File: config.mk
export PLATFORM = sky130hd
export DESIGN_NAME = d_mem_sequencer
export DESIGN_NICKNAME = d
export VERILOG_FILES = /design/src/rtl/d_mem_pkg.sv /design/src/rtl/d_mem_lane.sv /design/src/rtl/d_mem_sequencer.sv
export SDC_FILE = /design/constraint.sdc
export NUM_CORES = 1
export LEC_CHECK = 0
export CAP_MARGIN = 25
export CORE_MARGIN = 1.5
export CORE_UTILIZATION = 56
export DETAILED_ROUTE_END_ITERATION = 12
export GPL_TIMING_DRIVEN = 0
export PLACE_DENSITY = 0.93
export SYNTH_ARGS = -nofsm -noshare
export SYNTH_HDL_FRONTEND = slang
export SYNTH_SLANG_ARGS = --single-unit
File: constraint.sdc
create_clock -name clock -period 27.7 [get_ports clock]
set_input_delay 5.54 -clock clock [delete_from_list [all_inputs] [get_ports clock]]
set_output_delay 5.54 -clock clock [all_outputs]
set_load 0.02 [all_outputs]
File: src/rtl/d_mem_pkg.sv
// Shared types and decode for the LEGv8 D-format load/store sequencer.
package d_mem_pkg;

    typedef enum logic [1:0] {
        IDLE,
        ADDR,
        MEM,
        WB
    } state_e;

    typedef enum logic [1:0] {
        FLT_NONE     = 2'b00,
        FLT_ILLEGAL  = 2'b01,
        FLT_MISALIGN = 2'b10,
        FLT_TIMEOUT  = 2'b11
    } fault_e;

    typedef enum logic [1:0] {
        SZ_B = 2'b00,
        SZ_H = 2'b01,
        SZ_W = 2'b10,
        SZ_D = 2'b11
    } size_e;

    typedef struct packed {
        logic  legal;
        logic  load;
        logic  sgn;
        size_e size;
    } dec_t;

    localparam logic [10:0] OP_STURB  = 11'b00111000000;
    localparam logic [10:0] OP_LDURB  = 11'b00111000010;
    localparam logic [10:0] OP_STURH  = 11'b01111000000;
    localparam logic [10:0] OP_LDURH  = 11'b01111000010;
    localparam logic [10:0] OP_STURW  = 11'b10111000000;
    localparam logic [10:0] OP_LDURSW = 11'b10111000100;
    localparam logic [10:0] OP_STUR   = 11'b11111000000;
    localparam logic [10:0] OP_LDUR   = 11'b11111000010;

    // Rule-based decode; also accepts the zero-extending word load (op 10111000010).
    function automatic dec_t decode(input logic [10:0] op);
        dec_t d;
        d.size  = size_e'(op[10:9]);
        d.load  = op[1] | op[2];
        d.sgn   = op[2];
        d.legal = (op[8:3] == 6'b111000) && !op[0] && !(op[2] && op[1])
                  && !(op[2] && (op[10:9] != 2'b10));
        return d;
    endfunction

endpackage

File: src/rtl/d_mem_lane.sv
// Byte-lane steering: store enables/data placement and load extraction/extension.
module d_mem_lane
    import d_mem_pkg::*;
(
    input  size_e       size,
    input  logic [2:0]  st_off,
    input  logic [63:0] st_data,
    output logic [7:0]  be,
    output logic [63:0] wdata,
    input  logic [2:0]  ld_off,
    input  logic [63:0] rdata,
    input  logic        sgn,
    output logic [63:0] ldata
);

    logic [7:0]  base_be;
    logic [63:0] shifted;

    // Store side: size-wide enable mask and data shifted into the addressed lane.
    always_comb begin
        case (size)
            SZ_B:    base_be = 8'h01;
            SZ_H:    base_be = 8'h03;
            SZ_W:    base_be = 8'h0F;
            default: base_be = 8'hFF;
        endcase
        be    = base_be << st_off;
        wdata = st_data << {st_off, 3'b000};
    end

    // Load side: bring the lane down to bit 0, then zero- or sign-extend.
    always_comb begin
        shifted = rdata >> {ld_off, 3'b000};
        case (size)
            SZ_B:    ldata = {56'b0, shifted[7:0]};
            SZ_H:    ldata = {48'b0, shifted[15:0]};
            SZ_W:    ldata = sgn ? {{32{shifted[31]}}, shifted[31:0]} : {32'b0, shifted[31:0]};
            default: ldata = shifted;
        endcase
    end

endmodule

File: src/rtl/d_mem_sequencer.sv
// Multi-cycle LEGv8 D-format load/store sequencer (IDLE -> ADDR -> MEM -> WB).
// Optional feature: define D_MEM_ALIGN_CHECK_EN to fault misaligned accesses;
// otherwise the effective address is aligned down to the access size.
module d_mem_sequencer
    import d_mem_pkg::*;
#(
    parameter int unsigned ADDR_W      = 64,
    parameter int unsigned MEM_TIMEOUT = 16
) (
    input  logic              clock,
    input  logic              reset,
    input  logic              instr_valid,
    output logic              instr_ready,
    input  logic [31:0]       instr,
    output logic [4:0]        rf_sa,
    output logic [4:0]        rf_sb,
    input  logic [63:0]       rn_data,
    input  logic [63:0]       rt_data,
    output logic              mem_req,
    output logic              mem_we,
    output logic [ADDR_W-1:0] mem_addr,
    output logic [7:0]        mem_be,
    output logic [63:0]       mem_wdata,
    input  logic [63:0]       mem_rdata,
    input  logic              mem_ack,
    output logic              rf_we,
    output logic [4:0]        rf_da,
    output logic [63:0]       rf_wdata,
    output logic              done,
    output logic [1:0]        fault
);

    localparam int unsigned TMO_W = $clog2(MEM_TIMEOUT + 1);

    state_e             state_q, state_d;
    logic [10:0]        op_q, op_d;
    logic [8:0]         imm_q, imm_d;
    logic [63:0]        rn_q, rn_d;
    logic [63:0]        rt_q, rt_d;
    logic [2:0]         off_q, off_d;
    logic [TMO_W-1:0]   tmo_q, tmo_d;
    logic               mem_req_q, mem_req_d;
    logic               mem_we_q, mem_we_d;
    logic [ADDR_W-1:0]  mem_addr_q, mem_addr_d;
    logic [7:0]         mem_be_q, mem_be_d;
    logic [63:0]        mem_wdata_q, mem_wdata_d;
    logic               rf_we_q, rf_we_d;
    logic [4:0]         rf_da_q, rf_da_d;
    logic [63:0]        rf_wdata_q, rf_wdata_d;
    logic               done_q, done_d;
    fault_e             fault_q, fault_d;

    dec_t               dec;
    logic [63:0]        ea, ea_al;
    logic [2:0]         low_mask;
    logic [7:0]         lane_be;
    logic [63:0]        lane_wdata, lane_ldata;
    logic               unused_op2;

    assign dec         = decode(op_q);
    assign rf_sa       = instr[9:5];
    assign rf_sb       = instr[4:0];
    assign unused_op2  = ^instr[11:10];
    assign instr_ready = (state_q == IDLE);
    assign mem_req     = mem_req_q;
    assign mem_we      = mem_we_q;
    assign mem_addr    = mem_addr_q;
    assign mem_be      = mem_be_q;
    assign mem_wdata   = mem_wdata_q;
    assign rf_we       = rf_we_q;
    assign rf_da       = rf_da_q;
    assign rf_wdata    = rf_wdata_q;
    assign done        = done_q;
    assign fault       = fault_q;

    // Effective address with signed 9-bit offset, plus its size-aligned form.
    always_comb begin
        ea = rn_q + {{55{imm_q[8]}}, imm_q};
        case (dec.size)
            SZ_B:    low_mask = 3'b000;
            SZ_H:    low_mask = 3'b001;
            SZ_W:    low_mask = 3'b011;
            default: low_mask = 3'b111;
        endcase
        ea_al = {ea[63:3], ea[2:0] & ~low_mask};
    end

    d_mem_lane u_lane (
        .size    (dec.size),
        .st_off  (ea_al[2:0]),
        .st_data (rt_q),
        .be      (lane_be),
        .wdata   (lane_wdata),
        .ld_off  (off_q),
        .rdata   (mem_rdata),
        .sgn     (dec.sgn),
        .ldata   (lane_ldata)
    );

    // Next-state and registered-output logic for the sequencer FSM.
    always_comb begin
        state_d     = state_q;
        op_d        = op_q;
        imm_d       = imm_q;
        rn_d        = rn_q;
        rt_d        = rt_q;
        off_d       = off_q;
        tmo_d       = tmo_q;
        mem_req_d   = mem_req_q;
        mem_we_d    = mem_we_q;
        mem_addr_d  = mem_addr_q;
        mem_be_d    = mem_be_q;
        mem_wdata_d = mem_wdata_q;
        rf_da_d     = rf_da_q;
        rf_wdata_d  = rf_wdata_q;
        rf_we_d     = 1'b0;
        done_d      = 1'b0;
        fault_d     = FLT_NONE;
        case (state_q)
            IDLE: begin
                if (instr_valid) begin
                    op_d    = instr[31:21];
                    imm_d   = instr[20:12];
                    rf_da_d = instr[4:0];
                    rn_d    = rn_data;
                    rt_d    = rt_data;
                    state_d = ADDR;
                end
            end
            ADDR: begin
                if (!dec.legal) begin
                    fault_d = FLT_ILLEGAL;
                    done_d  = 1'b1;
                    state_d = WB;
                end
`ifdef D_MEM_ALIGN_CHECK_EN
                else if (|(ea[2:0] & low_mask)) begin
                    fault_d = FLT_MISALIGN;
                    done_d  = 1'b1;
                    state_d = WB;
                end
`endif
                else begin
                    mem_req_d   = 1'b1;
                    mem_we_d    = !dec.load;
                    mem_addr_d  = ea_al[ADDR_W-1:0];
                    mem_be_d    = lane_be;
                    mem_wdata_d = lane_wdata;
                    off_d       = ea_al[2:0];
                    tmo_d       = '0;
                    state_d     = MEM;
                end
            end
            MEM: begin
                if (mem_ack) begin
                    mem_req_d = 1'b0;
                    mem_we_d  = 1'b0;
                    done_d    = 1'b1;
                    if (dec.load) begin
                        rf_wdata_d = lane_ldata;
                        rf_we_d    = (rf_da_q != 5'd31);
                    end
                    state_d = WB;
                end else if (tmo_q == TMO_W'(MEM_TIMEOUT - 1)) begin
                    mem_req_d = 1'b0;
                    mem_we_d  = 1'b0;
                    fault_d   = FLT_TIMEOUT;
                    done_d    = 1'b1;
                    state_d   = WB;
                end else begin
                    tmo_d = tmo_q + 1'b1;
                end
            end
            WB: begin
                state_d = IDLE;
            end
            default: begin
                state_d = IDLE;
            end
        endcase
    end

    // State and output registers; reset aborts any access in flight.
    always_ff @(posedge clock or posedge reset) begin
        if (reset) begin
            state_q     <= IDLE;
            op_q        <= '0;
            imm_q       <= '0;
            rn_q        <= '0;
            rt_q        <= '0;
            off_q       <= '0;
            tmo_q       <= '0;
            mem_req_q   <= 1'b0;
            mem_we_q    <= 1'b0;
            mem_addr_q  <= '0;
            mem_be_q    <= '0;
            mem_wdata_q <= '0;
            rf_we_q     <= 1'b0;
            rf_da_q     <= '0;
            rf_wdata_q  <= '0;
            done_q      <= 1'b0;
            fault_q     <= FLT_NONE;
        end else begin
            state_q     <= state_d;
            op_q        <= op_d;
            imm_q       <= imm_d;
            rn_q        <= rn_d;
            rt_q        <= rt_d;
            off_q       <= off_d;
            tmo_q       <= tmo_d;
            mem_req_q   <= mem_req_d;
            mem_we_q    <= mem_we_d;
            mem_addr_q  <= mem_addr_d;
            mem_be_q    <= mem_be_d;
            mem_wdata_q <= mem_wdata_d;
            rf_we_q     <= rf_we_d;
            rf_da_q     <= rf_da_d;
            rf_wdata_q  <= rf_wdata_d;
            done_q      <= done_d;
            fault_q     <= fault_d;
        end
    end

endmodule
-- Word-level counts from Yosys, hierarchy flattened
Index checks and enable logic that the tools add are counted.
- bits in registers: 369
- output and inout bits: 222
- $add $sub $neg: 2
- equality and inequality tests: 14
- shift operators: 3
- muxes and demuxes: 30
- bitwise gates (word level): 3
- reductions and logical operators: 18
- operators by type and width (cell ; number):
    case mux 64 bit (3 select lines) ; 1
    adder 64 bit ; 1
    two-way mux 64 bit ; 1
    << shifter 64 x 6 -> 64 bit ; 1
    >> shifter 64 x 6 -> 64 bit ; 1
    case mux 8 bit (3 select lines) ; 1
    two-way mux 5 bit ; 3
    two-way mux 1 bit ; 12
    two-way mux 2 bit ; 5
    inequality test 2 bit, second input constant ; 5
    case mux 5 bit (2 select lines) ; 1
    case mux 3 bit (3 select lines) ; 1
    case mux 2 bit (4 select lines) ; 1
    << shifter 8 x 3 -> 8 bit ; 1
    equality test 2 bit, second input constant ; 3
    equality test 6 bit, second input constant ; 1
    case mux 1 bit (2 select lines) ; 3
    AND reduction 2 bit ; 3
    AND reduction 3 bit ; 2
    adder 5 x 1 -> 5 bit, second input constant ; 1
    equality test 5 x 4 -> 1 bit, second input constant ; 1
    logical AND 1 bit ; 5
    inequality test 5 bit, second input constant ; 1
    equality test 2 x 1 -> 1 bit, second input constant ; 2
    9 further kinds ; 13

-- Longest topological paths before layout
- depth after elaboration: 6
- gate-level depth with buffers: 12
- mapped depth without buffers: 12

-- Hierarchy
Synthesis repeated with hierarchy kept, for this count alone.
- cells, all modules: 2091
- area, all modules: 21474.3 sq um
- by module, submodules not included (module ; instances ; cells each ; area an instance (sq um) ; sequential area each (sq um)):
    d_mem_sequencer ; 1 ; 1611 ; 17553.1 ; 9158.8
    d_mem_lane ; 1 ; 480 ; 3921.3 ; 0.0

-- Worst setup path before layout
No wires, ideal clock.
- kind: input -> output
- from: in instr[5]
- to: out rf_sa[0]
- arrival time: 5674 ps
- data required time: 22160 ps
- slack: 16486 ps
- stages: 1
- path buffers: 1
- path through: buf_4
- RTL lines (what ; line ; text):
    start, declared ; d_mem_sequencer.sv:14 ; input logic [31:0] instr,
    end, declared ; d_mem_sequencer.sv:15 ; output logic [4:0] rf_sa,
No word-level cell between the ends.

-- Worst setup path in the final report
- from: in instr[2]
- to: out rf_sb[2]
- RTL lines (what ; line ; text):
    end, declared ; d_mem_sequencer.sv:16 ; output logic [4:0] rf_sb,
No word-level cell between the ends.

==> flow_summary.yaml <==
status:
  outcome: "finished, final reports clean"
critical_path:
  critical-path-top-cell-by-count: "sky130_fd_sc_hd__clkdlybuf4s50_1"
  critPathLaunchType: "input port"
  endpoint_kind: "primary output"
  cp.arrival_ps: 6810
  worstPathMaxFanout: 2
  worst_path_max_delay_cell: "sky130_fd_sc_hd__clkdlybuf4s50_1"
  crit_chain: "clkdlybuf4s50_1 -> buf_4 -> clkdlybuf4s50_1"
  crit_required_ps: 22160
  timing_worst_setup_path_type: "input port to primary output"
  critical_path.max_stage_delay_ps: 590
sta:
  period_minus_slack_ps: 12350
  finalClockSkew_ps: 23.1
  tcrit_tclk_final_pct: 44.6
  setup_violations: 0
  slew_violations: 0
  report.final.hold_viol_count: 0
  finalHoldWorstSlack_ps: 478
  finalWorstSetupSlack_ps: 15350
  setup_tns_ps: 0
  tightest_slew_ps: 980
  timing.slew.headroom_pct: 34.7
  fmax_ghz: 0.0810
  unrepaired_setup_endpoints_after_global_routing: "false"
route:
  first_drt_iteration_drcs: 1958
  drtPass1Iterations: 7
  route.detailed.wl_per_inst_um: 25.9
  postRouteAntennaNets: 0
  overall_routed_net_length_um: 80300
  post-route-drc-count: 0
  detailroute.via_count: 19853
  viasPerCell: 6.40
yosys:
  synth.yosys.seq_area_share_pct: 44.6
  yosys-top-cells-area: "sky130_fd_sc_hd__dfrtp_1 45%, sky130_fd_sc_hd__mux2_2 8.9%, sky130_fd_sc_hd__nand2_1 5.3%, sky130_fd_sc_hd__o21ai_0 4.3%, sky130_fd_sc_hd__ha_1 4.1%"
  synth_edf_count: 0
  yosysMostFrequentCell: "sky130_fd_sc_hd__dfrtp_1"
  yosysUniqueCellTypes: 80
  netlist_area_um2: 20500
  post_synth_most_frequent_cells: "366 x sky130_fd_sc_hd__dfrtp_1, 287 x sky130_fd_sc_hd__nand2_1, 175 x sky130_fd_sc_hd__o21ai_0, 162 x sky130_fd_sc_hd__mux2_2, 157 x sky130_fd_sc_hd__a21oi_1"
  ys.flop_type: "sky130_fd_sc_hd__dfrtp_1"
  library_cell_with_the_largest_summed_area_after_synthesis: "sky130_fd_sc_hd__dfrtp_1"
  synth-async-reset-ratio_pct: 100
  yosys_warnings: 0
  synth_largest_type_area_fraction_pct: 44.6
  number_of_flip_flops_and_latches_in_the_synthesized_netlist: 366
  syn_avg_cell_area_um2: 9.69
  syn-num-nets: 2414
  syn-instance-count: 2117
floorplan:
  initial_utilization_pct: 57.3
  fp.dieArea_um2: 37800
  die-height_um: 194
  area_inside_the_core_boundary_um2: 35800
  row_count: 69
  pin_count: 450
  die_w_um: 194
clocking:
  clkSlewWorstSetupHoldPaths_ps: 60
  clkLatencyLatePin_ps: 570
  postCtsHoldBufs: 0
  cts_buffers: 38
  cts_max_level: 2
  cts_tree: "done"
  clock_sinks: 366
  cts_setup_buffers: 0
  clockRootBuffer: "sky130_fd_sc_hd__clkbuf_16"
  max-clock-path-buffers: 3
  cts_repair_resize_count: 0
placement:
  place.gp.congestion: 1.04
  dp_hpwl_um: 61500
  pre_cts_slack_ps: 15320
  post_dp_cell_area_um2: 25600
  io_buffers: 442
layout:
  fillerInstances: 2430
  syn2layout_area_growth_pct: 32.0
  nets: 2902
  fraction_of_final_layout_cells_with_drive_strength_greater_than_1_pct: 11.7
  design_area_um2: 27100
  final_util_pct: 75.6
global_routing:
  antenna_found_initial: 7
  overflow: 0
  grt_pass1_vias: 19557
  grt_max_degree: 136
  grt_util_all_layers_pct: 41.9
  grt_pass1_wl_um: 121000
worst_hold_path:
  hold_path.class: "register to register"
power_and_ir_drop:
  worst_ir_drop_vdd_uv: 112
  static-leakage-power_nw: 11.5
  p_per_cell_area_nw_per_um2: 148
flow_run:
  drv_cap: 0
==> stage by stage <==
stage	total power [mW]	std cells
after floorplan	2.45	2117
after global placement	3.23	3020
after detailed placement	3.30	3025
after CTS	3.91	3095
after global routing	4.18	3100
final	3.99	3101
==> power breakdown <==
part           switching [mW]  leakage (nW)  internal [mW]
sequential              0.216          4.66          0.769
clock                   0.234         0.691          0.354
combinational            1.47          6.12          0.955
total                    1.92          11.5           2.08
==> per-layer routing <==
metal	vias up	part of all wire (%)	global-route usage, %
met4	4	7.0	25.6
met2	1278	46	66.6
met3	309	9.2	8.55
met1	9669	38	52.8
met5	-	0.036	0
li1	8593	-	-
==> kinds of logic (layout without fill, tap and decap cells) <==
family,Yosys count,count (layout),synth area share [%]
DFF,366,366,44.6
AOI/OAI and AO/OA,623,623,19.4
other,0,5,0
xor gates and xnor gates,52,52,2.22
buffers and inverters,177,695,3.61
muxes,243,243,13.3
and+or+nand+nor,587,587,12.5
adders and majority gates,69,69,4.24
==> worst paths after layout <==
path | start | slack (ps) | end | depth (start not counted)
worst max-delay path | instr[2] | 15350 | rf_sb[2] | 3
worst min-delay path | mem_addr[59] | 480 | mem_addr[59] | 2
worst max register to register | imm_q[8] | 23740 | mem_addr[61] | 12
worst min register to register | mem_addr[59] | 480 | mem_addr[59] | 2
max in group asynchronous | reset | 20850 | rf_wdata[10] | 4
min in group asynchronous | reset | 5470 | mem_addr[38] | 2
==> state kept, by name (all words and copies together), names as in the netlist <==
register / flops
rn_q: 64
fault: 2
state_q: 2
rf_wdata: 64
rt_q: 64
rf_da: 5
rf_we: 1
mem_we: 1
off_q: 2
mem_be: 8
imm_q: 9
op_q: 11
mem_wdata: 64
tmo_q: 5
mem_addr: 62
done: 1
mem_req: 1
==> cells in the final DEF (no fill, tap or decap), types with 27 or more instances in the layout <==
cell	count
sky130_fd_sc_hd__clkdlybuf4s50_1	442
sky130_fd_sc_hd__dfrtp_1	365
sky130_fd_sc_hd__nand2_1	287
sky130_fd_sc_hd__o21ai_0	175
sky130_fd_sc_hd__mux2_2	162
sky130_fd_sc_hd__a21oi_1	157
sky130_fd_sc_hd__nor2_1	143
sky130_fd_sc_hd__clkbuf_1	100
sky130_fd_sc_hd__mux2i_1	73
sky130_fd_sc_hd__a211oi_1	70
sky130_fd_sc_hd__ha_1	68
sky130_fd_sc_hd__clkbuf_16	39
sky130_fd_sc_hd__nor3_1	28
sky130_fd_sc_hd__inv_1	27
==> critical path, delay by kind of cell <==
kind | cells | cell delay (ps)
buffers and inverters | 3 | 1270
==> cell type report <==
cell class	instances	area [µm²]	area share [%]
multi-input cells	1574	10600	39.2
clock buffers	50	1090	4.02
clock inverters	20	342	1.26
inverters	28	113	0.416
plain buffers	149	636	2.35
repair buffers	448	4540	16.8
well taps	461	577	2.13
flip-flops and latches	366	9160	33.8
diodes	5	12.5	0.0462
Note: power is estimated with default switching activity, not from simulation.
==> variant (same settings) <==
The 4 states of `state_e` get a one-hot encoding in 4 bits.
--- a/src/rtl/d_mem_pkg.sv
+++ b/src/rtl/d_mem_pkg.sv
@@ -1,11 +1,11 @@
 // Shared types and decode for the LEGv8 D-format load/store sequencer.
 package d_mem_pkg;
 
-    typedef enum logic [1:0] {
-        IDLE,
-        ADDR,
-        MEM,
-        WB
+    typedef enum logic [3:0] {
+        IDLE = 4'b0001,
+        ADDR = 4'b0010,
+        MEM  = 4'b0100,
+        WB   = 4'b1000
     } state_e;
 
     typedef enum logic [1:0] {
Function: same outputs for any inputs over 4 cycles, from zero or initial values and one cycle with reset high; so few cycles prove little.
==> variant against the original RTL <==
Wire length down 3.7%. Design area is 1.5% lower. Total power fell by 17%. Core utilization fell by 0.42 points. Area after synthesis down 1.8%. Largest cell class unchanged. Worst setup slack gained 0.044 ns. Sequential cell count increased by 2. Highest routed layer unchanged.
==> variant: results (changes against the original RTL) <==
* CTS buffer count at 40 (was 38)
* P_leak at 0.0114 uW (was 0.0115 uW)
* Max stage delay on crit path at 0.60 ns
* Placed insts at 2,989 (was 3,025)
* Peak VDD IR at 0.105 mV (was 0.112 mV)
* GRT Total Usage at 41.5% (was 41.9%)
* Fill cells at 2,475 (was 2,430)
* Worst EP arrival at 6.77 ns (was 6.81 ns)
* Routability cong. at 0.961 (was 1.04)
* Clock skew at 0.0253 ns (was 0.0231 ns)
* Resized Gates After CTS at 0 (unchanged)
* Antenna violations before repair at 12 (was 7)
* Worst min path class: reg -> reg (unchanged)
* Final net count at 2,866 (was 2,902)
* Avg Synthesized Cell Area at 9.67 sq um (was 9.69 sq um)
* Vias in the first global route at 19,100 (was 19,600)
* Worst-path fanout max at 2 (unchanged)
* Synth cell types at 73 (was 80)
* Worst slack at placement at 15.38 ns (was 15.32 ns)
* Post-synth top cells: dfrtp_1, nand2_1, o21ai_0 (unchanged)
* Vias/cell at 6.34 (was 6.40)
* Synth area leaders: dfrtp_1, mux2_2, nand2_1 (unchanged)
* Final HPWL DP at 59,300 um (was 61,500 um)
* Synth Net Count at 2,376 (was 2,414)
* Yosys Warn Count at 0 (unchanged)
* Layout cell share with drive strength beyond 1 at 10.2% (was 11.7%)
* Final wirelength at 77,400 um (was 80,300 um)
* Most used cell, CP: clkdlybuf4s50_1 (unchanged)
* Clock slew at reported path FFs at 0.06 ns (about the same)
* Headroom to the max-slew limit at 24.8% (was 34.7%)
* First-pass detailed-route iteration total at 5 (was 7)
* Buffers added on ports at 442 (unchanged)
* DR iter-0 viols at 1,918 (was 1,958)
* Max Root-Sink Buffers at 3 (unchanged)
* Largest net degree at the start of global routing at 107 (was 136)
* Wire per inst at 25.2 um (was 25.9 um)
* Status: complete, no violations (unchanged)
* Top delay family on crit path: buffers and inverters (unchanged)
* CTS root buf: clkbuf_16 (unchanged)
* Register area share after synthesis at 45.7% (was 44.6%)
* Global-route wire length before repair at 115,000 um (was 121,000 um)
-- variant: changes by cell type after synthesis, moves of 13 or more --
cell | before | now
nand2_1 | 287 | 318
a21o_1 | 26 | 44
clkbuf_1 | 96 | 113
o21ai_0 | 175 | 160
and2_1 | 24 | 6
and3_1 | 12 | 29
nand3_1 | 16 | 32
nor2_1 | 143 | 130
a211oi_1 | 70 | 53
buf_2 | 19 | 2
-- variant: worst register-to-register path, stage by stage, from the launching register on --
cell	delay, ns
dfrtp_2	0.80
buf_12	0.30
ha_1	0.35
a211o_1	0.32
a21oi_1	0.36
a211o_1	0.22
o2111ai_1	0.35
a311o_1	0.46
a31oi_1	0.30
o21ai_1	0.17
nand4_1	0.14
a21oi_1	0.08
a311oi_1	0.20
-- variant: worst paths after layout --
path | from | endpoint | slack, ns | cells after the start
min in group asynchronous | reset | mem_addr[15] | 5.41 | 2
worst max-delay path | instr[3] | rf_sb[3] | 15.39 | 3
max in group asynchronous | reset | mem_wdata[43] | 20.50 | 5
worst max register to register | imm_q[8] | mem_addr[63] | 23.57 | 12
worst min-delay path | mem_addr[27] | mem_addr[27] | 0.48 | 2
worst min register to register | mem_addr[27] | mem_addr[27] | 0.48 | 2
-- variant: layer usage --
metal	up-vias	track usage (%)	routed length (um)
met2	1212	66.2	35600
met3	292	8.57	7190
met5	-	0	56
met1	9515	52.3	29500
met4	10	24.2	5040
li1	8461	-	-
-- variant: final cells by class --
class | count | area (sq um) | share of cell area [%]
clock inverters | 19 | 283 | 1.06
flip-flops and latches | 368 | 9210 | 34.5
diodes | 9 | 22.5 | 0.0845
plain buffers | 146 | 588 | 2.21
well taps | 461 | 577 | 2.16
multi-input cells | 1549 | 10300 | 38.5
inverters | 19 | 78.8 | 0.296
repair buffers | 448 | 4540 | 17.0
clock buffers | 53 | 1090 | 4.09
-- variant: cell families after synthesis --
logic type,after synthesis,share of synthesized area (%)
AND/OR/NAND/NOR,609,13.1
AO/OA/AOI/OAI,576,17.9
multiplexers,239,13.4
flip-flops,368,45.7
XOR/XNOR,59,2.57
buffers and inverters,165,3.27
adder cells (fa/ha/maj),66,4.14
-- variant: stage by stage --
step	area, sq um	utilization [%]	hold WS (ns)
floorplan	20100	-	0.469
global placement	25100	70.9	0.463
detailed placement	25300	71.2	0.463
CTS	26600	75.0	0.478
global route	26700	75.1	0.497
finish	26700	75.2	0.477
-- variant: report_power, final --
group / switching [uW] / internal (uW)
combinational: 1200 / 743
clock: 234 / 336
sequential: 135 / 675
